[config.mk]
export PLATFORM = sky130hd
export DESIGN_NAME = bd2ph_sync_receiver_flat
export DESIGN_NICKNAME = d
export VERILOG_FILES = /design/src/rtl/bd_sync_pkg.sv /design/src/rtl/bd2ph_sync_receiver_if.sv /design/src/rtl/sync_nff.sv /design/src/rtl/bd2ph_sync_receiver.sv /design/src/flat_wrapper.sv
export SDC_FILE = /design/constraint.sdc
export NUM_CORES = 1
export LEC_CHECK = 0
export BUFFER_PORTS_ARGS = -buffer_cell sky130_fd_sc_hd__buf_2
export CAP_MARGIN = 20
export CORE_MARGIN = 4
export CORE_UTILIZATION = 40
export CTS_CLUSTER_DIAMETER = 100
export DETAILED_ROUTE_END_ITERATION = 12
export GPL_TIMING_DRIVEN = 0
export PLACE_DENSITY = 0.7
export SLEW_MARGIN = 20
export SYNTH_ARGS = -nofsm -noshare
export SYNTH_HDL_FRONTEND = slang
export SYNTH_SLANG_ARGS = --single-unit
[constraint.sdc]
create_clock -name clk -period 3.61 [get_ports clk]
set_clock_uncertainty 0.1 [all_clocks]
set_input_delay 0.361 -clock clk [delete_from_list [all_inputs] [get_ports clk]]
set_output_delay 0.361 -clock clk [all_outputs]
set_load 0.02 [all_outputs]
[src/rtl/bd_sync_pkg.sv]
// Shared types and sizing helpers for the two-phase bundled-data synchronous endpoints.
// Holds the receiver FSM encoding and the settle-counter width rule.
package bd_sync_pkg;

    localparam int DEFAULT_DW = 32;

    typedef enum logic [1:0] {
        IDLE   = 2'd0,
        SETTLE = 2'd1,
        VALID  = 2'd2
    } rx_state_e;

    // Settle counter must hold SETTLE_CYCLES; keep at least one bit so SETTLE_CYCLES=0 still builds.
    function automatic int settle_cnt_width(input int settle_cycles);
        int w;
        w = $clog2(settle_cycles + 1);
        return (w < 1) ? 1 : w;
    endfunction

endpackage

[src/rtl/bd2ph_sync_receiver_if.sv]
// Two-phase request/ack channel plus clocked valid/ready output of the receiver.
// slave = the receiver's view, master = the sender/consumer environment.
interface bd2ph_sync_receiver_if #(
    parameter int DW = bd_sync_pkg::DEFAULT_DW
) ();
    logic          inR;
    logic [DW-1:0] in_data;
    logic          outA;
    logic          m_valid;
    logic          m_ready;
    logic [DW-1:0] m_data;

    modport slave (
        input  inR,
        input  in_data,
        input  m_ready,
        output outA,
        output m_valid,
        output m_data
    );

    modport master (
        output inR,
        output in_data,
        output m_ready,
        input  outA,
        input  m_valid,
        input  m_data
    );
endinterface

[src/rtl/sync_nff.sv]
// N-stage single-bit synchroniser, synchronous active-high reset to 0.
// Latency: N clock edges from d to q; no flow control.
module sync_nff #(
    parameter int N = 2
) (
    input  logic clk,
    input  logic rst,
    input  logic d,
    output logic q
);

    logic [N-1:0] sync_q;
    logic [N-1:0] sync_d;

    always_comb begin
        sync_d = {sync_q[N-2:0], d};
    end

    always_ff @(posedge clk) begin
        if (rst) begin
            sync_q <= '0;
        end else begin
            sync_q <= sync_d;
        end
    end

    assign q = sync_q[N-1];

endmodule

[src/rtl/bd2ph_sync_receiver.sv]
// Receives two-phase bundled data: sync inR, wait SETTLE_CYCLES, capture, offer on valid/ready, toggle outA.
// m_valid after edge SYNC_STAGES+SETTLE_CYCLES+1; holds word and withholds outA while m_ready is low.
module bd2ph_sync_receiver
    import bd_sync_pkg::*;
#(
    parameter int DW            = DEFAULT_DW,
    parameter int SYNC_STAGES   = 2,
    parameter int SETTLE_CYCLES = 1
) (
    input  logic                   clk,
    input  logic                   rst,
    bd2ph_sync_receiver_if.slave   bus,
    output logic                   busy,
    output logic                   proto_err
);

    localparam int CNT_W = settle_cnt_width(SETTLE_CYCLES);
    localparam logic [CNT_W-1:0] CNT_INIT = CNT_W'(SETTLE_CYCLES);

    rx_state_e      state_q, state_d;
    logic           req_phase_q, req_phase_d;
    logic [CNT_W-1:0] cnt_q, cnt_d;
    logic           out_a_q, out_a_d;
    logic           m_valid_q, m_valid_d;
    logic [DW-1:0]  m_data_q, m_data_d;
    logic           proto_err_q, proto_err_d;
    logic           sreq;
    logic           req_pending;

    sync_nff #(
        .N (SYNC_STAGES)
    ) u_req_sync (
        .clk (clk),
        .rst (rst),
        .d   (bus.inR),
        .q   (sreq)
    );

    assign req_pending = (sreq != req_phase_q);

    always_comb begin
        state_d     = state_q;
        req_phase_d = req_phase_q;
        cnt_d       = cnt_q;
        out_a_d     = out_a_q;
        m_valid_d   = m_valid_q;
        m_data_d    = m_data_q;
        proto_err_d = proto_err_q;
        case (state_q)
            IDLE: begin
                if (req_pending) begin
                    req_phase_d = sreq;
                    cnt_d       = CNT_INIT;
                    state_d     = SETTLE;
                end
            end
            SETTLE: begin
                if (req_pending) begin
                    proto_err_d = 1'b1;
                end
                if (cnt_q == '0) begin
                    m_data_d  = bus.in_data;
                    m_valid_d = 1'b1;
                    state_d   = VALID;
                end else begin
                    cnt_d = cnt_q - 1'b1;
                end
            end
            VALID: begin
                // An early extra transition is only flagged; it is served from IDLE afterwards.
                if (req_pending) begin
                    proto_err_d = 1'b1;
                end
                if (m_valid_q && bus.m_ready) begin
                    m_valid_d = 1'b0;
                    out_a_d   = ~out_a_q;
                    state_d   = IDLE;
                end
            end
            default: begin
                state_d = IDLE;
            end
        endcase
    end

    always_ff @(posedge clk) begin
        if (rst) begin
            state_q     <= IDLE;
            req_phase_q <= 1'b0;
            cnt_q       <= '0;
            out_a_q     <= 1'b0;
            m_valid_q   <= 1'b0;
            m_data_q    <= '0;
            proto_err_q <= 1'b0;
        end else begin
            state_q     <= state_d;
            req_phase_q <= req_phase_d;
            cnt_q       <= cnt_d;
            out_a_q     <= out_a_d;
            m_valid_q   <= m_valid_d;
            m_data_q    <= m_data_d;
            proto_err_q <= proto_err_d;
        end
    end

    assign bus.outA    = out_a_q;
    assign bus.m_valid = m_valid_q;
    assign bus.m_data  = m_data_q;
    assign busy        = (state_q != IDLE);
    assign proto_err   = proto_err_q;

endmodule

[src/flat_wrapper.sv]
// flat-port wrapper written by rule: the top's interface ports become plain ports
module bd2ph_sync_receiver_flat import bd_sync_pkg::*;
#(
    parameter int DW            = DEFAULT_DW,
    parameter int SYNC_STAGES   = 2,
    parameter int SETTLE_CYCLES = 1
)
  (clk, rst, busy, proto_err, bus_inR, bus_in_data, bus_m_ready, bus_outA, bus_m_valid, bus_m_data);
  bd2ph_sync_receiver_if #(.DW(DW)) bus_i ();
  input  logic clk;
  input  logic rst;
  output logic busy;
  output logic proto_err;
  input wire logic [$bits(bus_i.inR)-1:0] bus_inR;
  input wire logic [$bits(bus_i.in_data)-1:0] bus_in_data;
  input wire logic [$bits(bus_i.m_ready)-1:0] bus_m_ready;
  output wire logic [$bits(bus_i.outA)-1:0] bus_outA;
  output wire logic [$bits(bus_i.m_valid)-1:0] bus_m_valid;
  output wire logic [$bits(bus_i.m_data)-1:0] bus_m_data;
  assign bus_i.inR = bus_inR;
  assign bus_i.in_data = bus_in_data;
  assign bus_i.m_ready = bus_m_ready;
  assign bus_outA = bus_i.outA;
  assign bus_m_valid = bus_i.m_valid;
  assign bus_m_data = bus_i.m_data;
  bd2ph_sync_receiver #(.DW(DW), .SYNC_STAGES(SYNC_STAGES), .SETTLE_CYCLES(SETTLE_CYCLES)) u_core (.clk(clk), .rst(rst), .bus(bus_i), .busy(busy), .proto_err(proto_err));
endmodule
==> run_results.csv, run 1 <==
group,metric,value,unit
route,drc,0,
sta,setup_viol,0,
layout,final_nets,303,
worst_setup_path,cp_common_cell,"inv_1",
grt,grt_pass1_wl,5760,um
yosys,synth_top_cell_by_area,"dfxtp_1",
worst_setup_path,crit_path_end_kind,"output pin",
grt,grt_pass1_vias,1322,
worst_setup_path,crit_path_start_kind,"flip-flop",
layout,multi_input_area,659,um2
yosys,syn_inst,186,
place,gp_congestion,0.687,
run_status,status,"finished clean",
die,rows,22,
route,ant_nets,0,
clock_tree,hold_buffers,0,
clock_tree,cts_buffer_depth,2,
yosys,yosysWarnings,0,
clock_tree,postCtsSetupBuffers,0,
place,hpwlAfterDp,2570,um
route,met3RoutedLength,324,um
yosys,synth_cell_types,23,
yosys,synth_seq_area_share,0.522,
grt,antenna_found_initial,0,
layout,ff_latch_area,821,um2
route,post_drt_via_cell_ratio,4.61,
power_and_ir_drop,p_leak,0.965,nW
worst_setup_path,path_max_fanout,6,
route,drtIter0Drc,77,
clock_tree,clkTransAtPathRegs,0.07,ns
worst_setup_path,worstPathCellList,"inv_1 > ha_1 > inv_1 > buf_2",
place,postPlaceCellArea,1980,um2
worst_setup_path,crit_required,3.15,ns
yosys,syn-num-nets,226,
die,die_area,5000,um2
yosys,avgSynthCellArea,8.45,um2
route,met1_length,1530,um
worst_setup_path,crit_buf_inv,3,
yosys,synthTopCellsByArea,"dfxtp_1 (52%), nand2_1 (16%), a21oi_1 (11%), ha_1 (3.2%), nor2b_1 (2.0%)",
layout,final_common_cell,"buf_2",
route,dr_total_vias,1437,
die,ios,72,
die,core,3720,um2
clock_tree,root_buffer,"clkbuf_8",
die,dieHeight,70.7,um
sta,fin_hold_ws,0.183,ns
grt,gr-total-overflow,0,
clock_tree,clkLatencyLatePin,0.28,ns
sta,hold_violations,0,
route,met2_wirelength,1600,um
worst_setup_path,critPathSlowestCell,"dfxtp_1",
clock_tree,postCtsResizedCells,0,
route,routed.top_layer,"met4",
route,routed_wl,3510,um
place,port_buffers,70,
sta,worst_pin_slew,0.450,ns
layout,drive_gt1_frac,0.345,
sta,relSlewSlack,0.700,
worst_setup_path,crit_family,"flip-flops",
sta,drv_slew,0,
route,first_pass_iters,5,
route,wl_per_cell,11.3,um
grt,track_usage,0.142,
sta,tns,0,ns
die,start_util,0.423,
flow_run,drv_cap,0,
worst_setup_path,arrival,1.26,ns
layout,area_delta_synth_final,33.5,%
yosys,synth-seq-cells,41,
layout,final_cell_mix,"buf_2 (74), nand2_1 (65), dfxtp_1 (41)",
yosys,synth_top_area_share,0.522,
sta,fmax,582,MHz
sta,period_minus_slack,1.72,ns
yosys,synthesis.area,1570,um2
layout,n_antenna_cell,0,
layout,fin_area,2100,um2
power_and_ir_drop,peakVddDrop,0.238,mV
power_and_ir_drop,p_per_area,499,nW/um2
clock_tree,cts_tree,"built",
clock_tree,cts_buffers,5,
worst_setup_path,cp_slowest_stage_delay,0.37,ns
worst_hold_path,hold_path_class,"primary input to flip-flop",
sta,rsz0062_at_grt,"no",
grt,grt_start_max_net_pins,13,
die,die_w,70.7,um
sta,min_period_over_period,0.476,
clock_tree,clock_sinks,41,
layout,n_fill_cell,381,
worst_setup_path,criticalPathCategory,"flip-flop to output pin",
clock_tree,cts_max_level,2,
-- power by group --
| group | leakage, nW | switching (mW) | internal, mW |
|---|---|---|---|
| combinational | 0.573 | 0.103 | 0.0722 |
| clock | 0.0585 | 0.150 | 0.225 |
| sequential | 0.333 | 0.0158 | 0.480 |
| total | 0.965 | 0.269 | 0.778 |
-- synthesized netlist by cell type, drive strengths merged --
| library cell | n |
|---|---|
| a211oi | 1 |
| a21oi | 33 |
| a221o | 1 |
| a221oi | 2 |
| a222oi | 1 |
| buf | 9 |
| clkbuf | 3 |
| dfxtp | 41 |
| ha | 4 |
| inv | 4 |
| mux2 | 2 |
| mux2i | 2 |
| nand2 | 65 |
| nand2b | 3 |
| nand3 | 1 |
| nor2 | 6 |
| nor2b | 5 |
| o21ba | 1 |
| xnor2 | 1 |
| xor2 | 1 |
-- routing by layer --
metal | track usage | vias to the layer above
met1 | 0.170 | 625
met2 | 0.222 | 48
met5 | 0 | -
met3 | 0.0597 | 4
li1 | - | 760
met4 | 0.0626 | 0
-- state kept, by name (all words and copies together), names as in the netlist --
register and count:
u_core.bus.m_valid 1, u_core.cnt_q 1, u_core.bus.m_data 32, u_core.proto_err 1, u_core.state_q 2, u_core.u_req_sync.sync_q 2, u_core.bus.outA 1, u_core.req_phase_q 1
-- logic make-up (layout without fill, tap and decap cells) --
| kind of cell | count (synthesis) | after routing | share of synthesized area |
|---|---|---|---|
| simple gates | 80 | 80 | 0.206 |
| fa+ha+maj | 4 | 4 | 0.0318 |
| xor+xnor | 2 | 2 | 0.0111 |
| compound gates | 39 | 39 | 0.143 |
| flops | 41 | 41 | 0.522 |
| buf+inv | 16 | 94 | 0.0581 |
| mux | 4 | 4 | 0.0271 |
-- cell type report --
cell class | instances | share of cell area
flip-flops and latches | 41 | 0.391
clock inverters | 1 | 0.0143
well taps | 48 | 0.0286
plain buffers | 12 | 0.0364
inverters | 4 | 0.00716
clock buffers | 7 | 0.0411
multi-input cells | 129 | 0.314
repair buffers | 70 | 0.167
-- per-stage QoR --
stage               total power [mW]   util  setup WS, ns  instances
detailed placement             0.685  0.533          2.02        304
global route                    1.10  0.565          1.78        312
CTS                             1.06  0.565          1.88        312
floorplan                      0.622      -          2.11        186
global placement               0.682  0.533          2.04        304
finish                          1.05  0.565          1.89        312
-- worst paths after layout --
check | from | endpoint | slack (ns) | cells after the start
worst max-delay path | u_core.state_q[0] | busy | 1.89 | 4
worst min-delay path | bus_inR | u_core.u_req_sync.sync_q[0] | 0.18 | 2
worst max register to register | u_core.state_q[0] | u_core.bus.m_valid | 2.01 | 5
worst min register to register | u_core.u_req_sync.sync_q[0] | u_core.u_req_sync.sync_q[1] | 0.34 | 1
Note: power is estimated with default switching activity, not from simulation.
==> inputs of run 2 (changes only) <==
==> constraint.sdc (replaced) <==
create_clock -name clk -period 1.6 [get_ports clk]
set_clock_uncertainty 0.1 [all_clocks]
set_input_delay 0.16 -clock clk [delete_from_list [all_inputs] [get_ports clk]]
set_output_delay 0.16 -clock clk [all_outputs]
set_load 0.02 [all_outputs]
==> run 2 against run 1 <==
Compared with the run above: global-route usage up 0.62 points; hold slack worse by 0.18 ns; power up 130%; register-to-register slack worse by 2.0 ns; cell count up 4.5%; non-clock buffer count up 14; die area unchanged; sequential share of layout area down 2.7 points; critical endpoint is now u_core.bus.m_valid.
==> run_results.csv, run 2 (synthesis gave the netlist of run 1 again) <==
group,metric,value,unit
layout,final_cell_mix,"buf_2 (74), nand2_1 (65), dfxtp_1 (39)",
worst_setup_path,criticalPathCategory,"flip-flop to flip-flop",
worst_setup_path,cp_common_cell,"inv_1",
clock_tree,cts_tree,"built",
grt,track_usage,0.148,
sta,relSlewSlack,0.695,
power_and_ir_drop,p_leak,1.03,nW
die,dieHeight,70.7,um
grt,grt_start_max_net_pins,13,
worst_setup_path,worstPathCellList,"inv_1 > ha_2 > inv_1 > a221oi_2 > mux2_2",
layout,final_common_cell,"buf_2",
die,rows,22,
grt,grt_pass1_vias,1410,
route,dr_total_vias,1502,
layout,final_nets,317,
place,gp_congestion,0.687,
worst_setup_path,crit_path_end_kind,"flip-flop",
die,ios,72,
clock_tree,cts_buffers,5,
worst_setup_path,reg2reg_depth,5,
route,ant_nets,0,
run_status,status,"finished clean",
sta,fin_hold_ws,0.00502,ns
worst_hold_path,min_from,"bus_in_data[23]",
power_and_ir_drop,power,2.41,mW
grt,grt_pass1_wl,6040,um
sta,drv_slew,0,
place,place_ws,0.00879,ns
die,start_util,0.423,
route,drtIter0Drc,75,
grt,gr-total-overflow,0,
worst_setup_path,cp_slowest_stage_delay,0.35,ns
layout,largest_reg_flops,32,
grt,antenna_found_initial,0,
route,drc,0,
worst_hold_path,hold_path_class,"primary input to flip-flop",
sta,period_minus_slack,1.54,ns
clock_tree,clock_sinks,41,
sta,worst_pin_slew,0.457,ns
flow_run,drv_cap,0,
worst_setup_path,crit_required,1.68,ns
worst_setup_path,path_max_fanout,3,
sta,tns,0,ns
worst_setup_path,arrival,1.63,ns
layout,area_delta_synth_final,44.0,%
route,post_drt_via_cell_ratio,4.61,
sta,rsz0062_at_grt,"yes",
layout,drive_gt1_frac,0.345,
worst_setup_path,rr_endpoint,"u_core.bus.m_valid",
route,routed_wl,3690,um
worst_setup_path,crit_buf_inv,2,
clock_tree,root_buffer,"clkbuf_8",
clock_tree,cts_max_level,2,
die,die_area,5000,um2
worst_hold_path,holdPathEnd,"u_core.bus.m_data[23]",
place,hpwlAfterDp,2570,um
place,port_buffers,70,
clock_tree,clkLatencyLatePin,0.29,ns
route,first_pass_iters,5,
sta,setup_viol,0,
clock_tree,clkTransAtPathRegs,0.08,ns
worst_hold_path,hold_depth,3,
die,die_w,70.7,um
worst_setup_path,r2r_slack,0.06,ns
place,dp_cells,304,
power_and_ir_drop,peakVddDrop,0.521,mV
sta,min_period_over_period,0.965,
clock_tree,cts_buffer_depth,2,
worst_setup_path,crit_family,"flip-flops",
die,core,3720,um2
power_and_ir_drop,p_per_area,1060,nW/um2
layout,n_antenna_cell,0,
sta,hold_violations,0,
layout,fin_cells,326,
clock_tree,postCtsSetupBuffers,0,
worst_setup_path,critPathSlowestCell,"dfxtp_2",
worst_setup_path,crit_path_start_kind,"flip-flop",
route,wl_per_cell,11.3,um
sta,fmax,648,MHz
worst_setup_path,rr_startpoint,"u_core.state_q[0]",
sta,timing.final.ws_setup,0.0566,ns
## run 2: how the worst max path moves through the flow
stage	start	end	slack [ns]	cells after the start
2_1_floorplan	u_core.state_q[0]	u_core.bus.m_valid	0.10	5
3_3_place_gp	u_core.state_q[0]	u_core.bus.m_valid	0.03	4
3_5_place_dp	u_core.state_q[0]	u_core.bus.m_valid	0.009	5
4_1_cts	u_core.state_q[0]	u_core.bus.m_valid	0.05	4
5_1_grt	u_core.state_q[0]	u_core.bus.m_valid	-0.007	5
6_report	u_core.state_q[0]	u_core.bus.m_valid	0.06	5
## run 2: metal layers
metal | GRT usage | up-vias | part of all wire
met5 | 0 | - | 0
met2 | 0.242 | 51 | 0.46
met3 | 0.0511 | 6 | 0.079
met1 | 0.177 | 655 | 0.45
li1 | - | 790 | -
met4 | 0.0626 | 0 | 0.018
## run 2: metrics by stage
step           instance area, um2   util
2_1_floorplan                1570      -
3_3_place_gp                 1980  0.533
3_5_place_dp                 1980  0.533
4_1_cts                      2230  0.601
5_1_grt                      2260  0.609
6_report                     2260  0.609
## run 2: what timing repair did
item,4_1_cts,5_1_grt
gates resized for setup,1,7
pin swaps,0,0
hold buffers,13,1
endpoints found under the setup margin,1,21
endpoints found under the hold margin,13,1
## run 2: area by class of cell
type / instances / area (um2)
fillers: 350 / 1450
multi-input cells: 129 / 671
flip-flops and latches: 41 / 823
clock inverters: 1 / 30.0
well taps: 48 / 60.1
plain buffers: 12 / 87.6
repair buffers: 84 / 490
clock buffers: 7 / 86.3
inverters: 4 / 15.0
## run 2: worst reg2reg max path, delay by kind of cell (launching register included)
kind                     cells  cell delay, ns
flip-flops                   1            0.35
multiplexers                 1            0.35
adder cells (fa/ha/maj)      1            0.31
AO/OA/AOI/OAI                1            0.18
buffers and inverters        2            0.14
## run 2: report_power, final
group | internal (mW) | switching (mW) | total [mW]
registers | 1.08 | 0.0374 | 1.12
clock network | 0.509 | 0.343 | 0.851
logic | 0.193 | 0.241 | 0.434
==> inputs of run 3 (changes only) <==
--- a/config.mk
+++ b/config.mk
@@ -12,8 +12,10 @@
 export CTS_CLUSTER_DIAMETER = 100
 export DETAILED_ROUTE_END_ITERATION = 12
 export GPL_TIMING_DRIVEN = 0
+export HOLD_SLACK_MARGIN = 0.03
 export PLACE_DENSITY = 0.7
 export SLEW_MARGIN = 20
 export SYNTH_ARGS = -nofsm -noshare
 export SYNTH_HDL_FRONTEND = slang
+export SYNTH_HIERARCHICAL = 1
 export SYNTH_SLANG_ARGS = --single-unit
==> run 3 against run 2 <==
Compared with the run above: synthesized area is 0.16% lower; clock power rose by 1%; critical path depth down 1; non-clock buffer count up 22; critical path type is now flip-flop to output pin; critical endpoint is now busy; highest routed layer unchanged.
==> run_results.csv, run 3 <==
group,metric,value,unit
yosys,yosysWarnings,6,
power_and_ir_drop,swShare,0.263,
worst_hold_path,min_from,"bus_m_ready",
route,post_drt_via_cell_ratio,4.52,
worst_setup_path,cp_common_cell,"inv_1",
die,die_w,70.6,um
die,start_util,0.422,
power_and_ir_drop,power,2.46,mW
worst_setup_path,criticalPathCategory,"flip-flop to output pin",
clock_tree,postCtsSetupBuffers,0,
worst_setup_path,crit_path_start_kind,"flip-flop",
sta,worst_pin_slew,0.470,ns
die,ios,72,
route,wl_per_cell,11.8,um
run_status,status,"finished clean",
flow_run,drv_cap,0,
yosys,synth.most_common_cell,"nand2_1",
worst_setup_path,arrival,1.25,ns
grt,grt_pass1_wl,6610,um
sta,drv_slew,0,
worst_setup_path,worstPathCellList,"inv_1 > ha_2 > inv_1 > buf_2",
yosys,synth-seq-cells,41,
grt,gr-total-overflow,0,
worst_setup_path,crit_required,1.34,ns
layout,final_cell_mix,"buf_2 (74), nand2_1 (66), dfxtp_1 (40)",
sta,fin_hold_ws,0.0954,ns
power_and_ir_drop,p_leak,1.11,nW
clock_tree,clkLatencyLatePin,0.29,ns
clock_tree,cts_tree,"built",
worst_setup_path,cp-endpoint,"busy",
place,place_ws,0.0289,ns
worst_hold_path,hold_path_class,"primary input to flip-flop",
layout,final_core_util,0.666,
sta,rsz0062_at_grt,"no",
yosys,async_reset_ff_frac,0,
grt,grt_start_max_net_pins,14,
layout,final_nets,342,
worst_setup_path,cp_slowest_stage_delay,0.35,ns
worst_setup_path,reg2reg_depth,4,
sta,tns,0,ns
place,gp_congestion,0.718,
power_and_ir_drop,p_clk_frac,0.350,
sta,fmax,663,MHz
yosys,avgSynthCellArea,8.35,um2
grt,grt_pass1_vias,1425,
worst_setup_path,crit_path_end_kind,"output pin",
grt,track_usage,0.165,
clock_tree,cts_buffers,5,
yosys,synth_cell_types,23,
layout,area_delta_synth_final,57.7,%
sta,timing.final.ws_setup,0.0920,ns
yosys,synth_top_area_share,0.523,
power_and_ir_drop,p_comb_frac,0.196,
layout,drive_gt1_frac,0.305,
yosys,ys.flop_type,"dfxtp_1",
power_and_ir_drop,p_sw,0.647,mW
power_and_ir_drop,peakVddDrop,0.639,mV
die,dieHeight,70.6,um
power_and_ir_drop,intPower,1.82,mW
power_and_ir_drop,seq_power_share,0.454,
worst_setup_path,r2r_slack,0.11,ns
layout,final_common_cell,"buf_2",
worst_setup_path,rr_startpoint,"u_core/state_q[0]",
worst_setup_path,critPathSlowestCell,"dfxtp_2",
clock_tree,cts_max_level,2,
layout,fin_cells,350,
yosys,netlist_top_cells_count,"nand2_1 (66), dfxtp_1 (41), a21oi_1 (33)",
layout,n_antenna_cell,0,
sta,period_minus_slack,1.51,ns
worst_setup_path,rr_endpoint,"u_core/state_q[0]",
route,drtIter0Drc,63,
sta,relSlewSlack,0.687,
worst_setup_path,path_max_fanout,4,
route,ant_nets,0,
sta,hold_violations,0,
sta,min_period_over_period,0.942,
yosys,synthesis.area,1570,um2
place,dp_cells,307,
die,die_area,4990,um2
yosys,synth_top_cell_by_area,"dfxtp_1",
yosys,synth_edf_count,0,
route,first_pass_iters,4,
die,rows,22,
clock_tree,clkTransAtPathRegs,0.08,ns
power_and_ir_drop,p_per_area,996,nW/um2
route,routed_wl,4130,um
clock_tree,clock_sinks,41,
place,port_buffers,71,
place,hpwlAfterDp,2600,um
layout,largest_reg_flops,32,
yosys,synthTopCellsByArea,"dfxtp_1 (52%), nand2_1 (16%), a21oi_1 (11%), ha_1 (4.0%), nand2b_1 (2.0%)",
clock_tree,root_buffer,"clkbuf_8",
route,dr_total_vias,1583,
layout,fin_area,2470,um2
grt,antenna_found_initial,0,
worst_setup_path,crit_path_start,"u_core/state_q[0]",
place,postPlaceCellArea,1980,um2
yosys,syn_inst,188,
sta,setup_viol,0,
die,core,3720,um2
yosys,syn-num-nets,229,
yosys,synth_seq_area_share,0.523,
clock_tree,cts_buffer_depth,2,
route,drc,0,
## run 3: worst min path at each step
stage	endpoint	cells after the start
floorplan	u_core/u_req_sync/sync_q[0]	1
global placement	u_core/u_req_sync/sync_q[0]	2
detailed placement	u_core/u_req_sync/sync_q[0]	2
CTS	u_core/bus.m_valid	4
global route	u_core/bus.m_valid	4
finish	u_core/bus.m_valid	4
## run 3: cells by family (layout without fill, tap and decap cells)
logic type	after synthesis	in the layout	synth area share
adder cells (fa/ha/maj)	5	5	0.0399
multiplexers	2	2	0.0128
AND/OR/NAND/NOR	82	82	0.212
XOR/XNOR	3	3	0.0167
buffers and inverters	16	130	0.0558
flip-flops	41	41	0.523
AO/OA/AOI/OAI	39	39	0.140
## run 3: routing by layer
metal  track usage  wire, um  vias to the layer above
met5             0         0                        -
met4        0.0501        14                        0
met2         0.257      1930                       59
met3        0.0653       309                        2
li1              -         -                      833
met1         0.211      1870                      689
## run 3: timing repair
action | in CTS | in global routing
setup endpoints to repair | 0 | 33
gates resized for setup | 0 | 6
hold buffers | 35 | 0
endpoints found under the hold margin | 34 | 0
## run 3: area by class of cell
| type | count | area [um2] |
|---|---|---|
| Tap cell | 48 | 60.1 |
| Fill cell | 302 | 1240 |
| Multi-Input combinational cell | 131 | 676 |
| Sequential cell | 41 | 822 |
| Inverter | 4 | 15.0 |
| Clock inverter | 2 | 37.5 |
| Timing Repair Buffer | 106 | 706 |
| Clock buffer | 6 | 82.6 |
| Buffer | 12 | 75.1 |
## run 3: power by group through the flow
stage / Sequential, mW / Combinational [mW] / Clock, mW
finish: 1.12 / 0.482 / 0.863
global route: 1.13 / 0.531 / 0.953
CTS: 1.12 / 0.474 / 0.894
detailed placement: 1.14 / 0.409 / 0
global placement: 1.14 / 0.406 / 0
floorplan: 1.20 / 0.206 / 0
## run 3: critical path, delay by kind of cell, from the launching register on
family | cells | cell delay (ns)
buffers and inverters | 3 | 0.35
adder cells (fa/ha/maj) | 1 | 0.24
flip-flops | 1 | 0.35
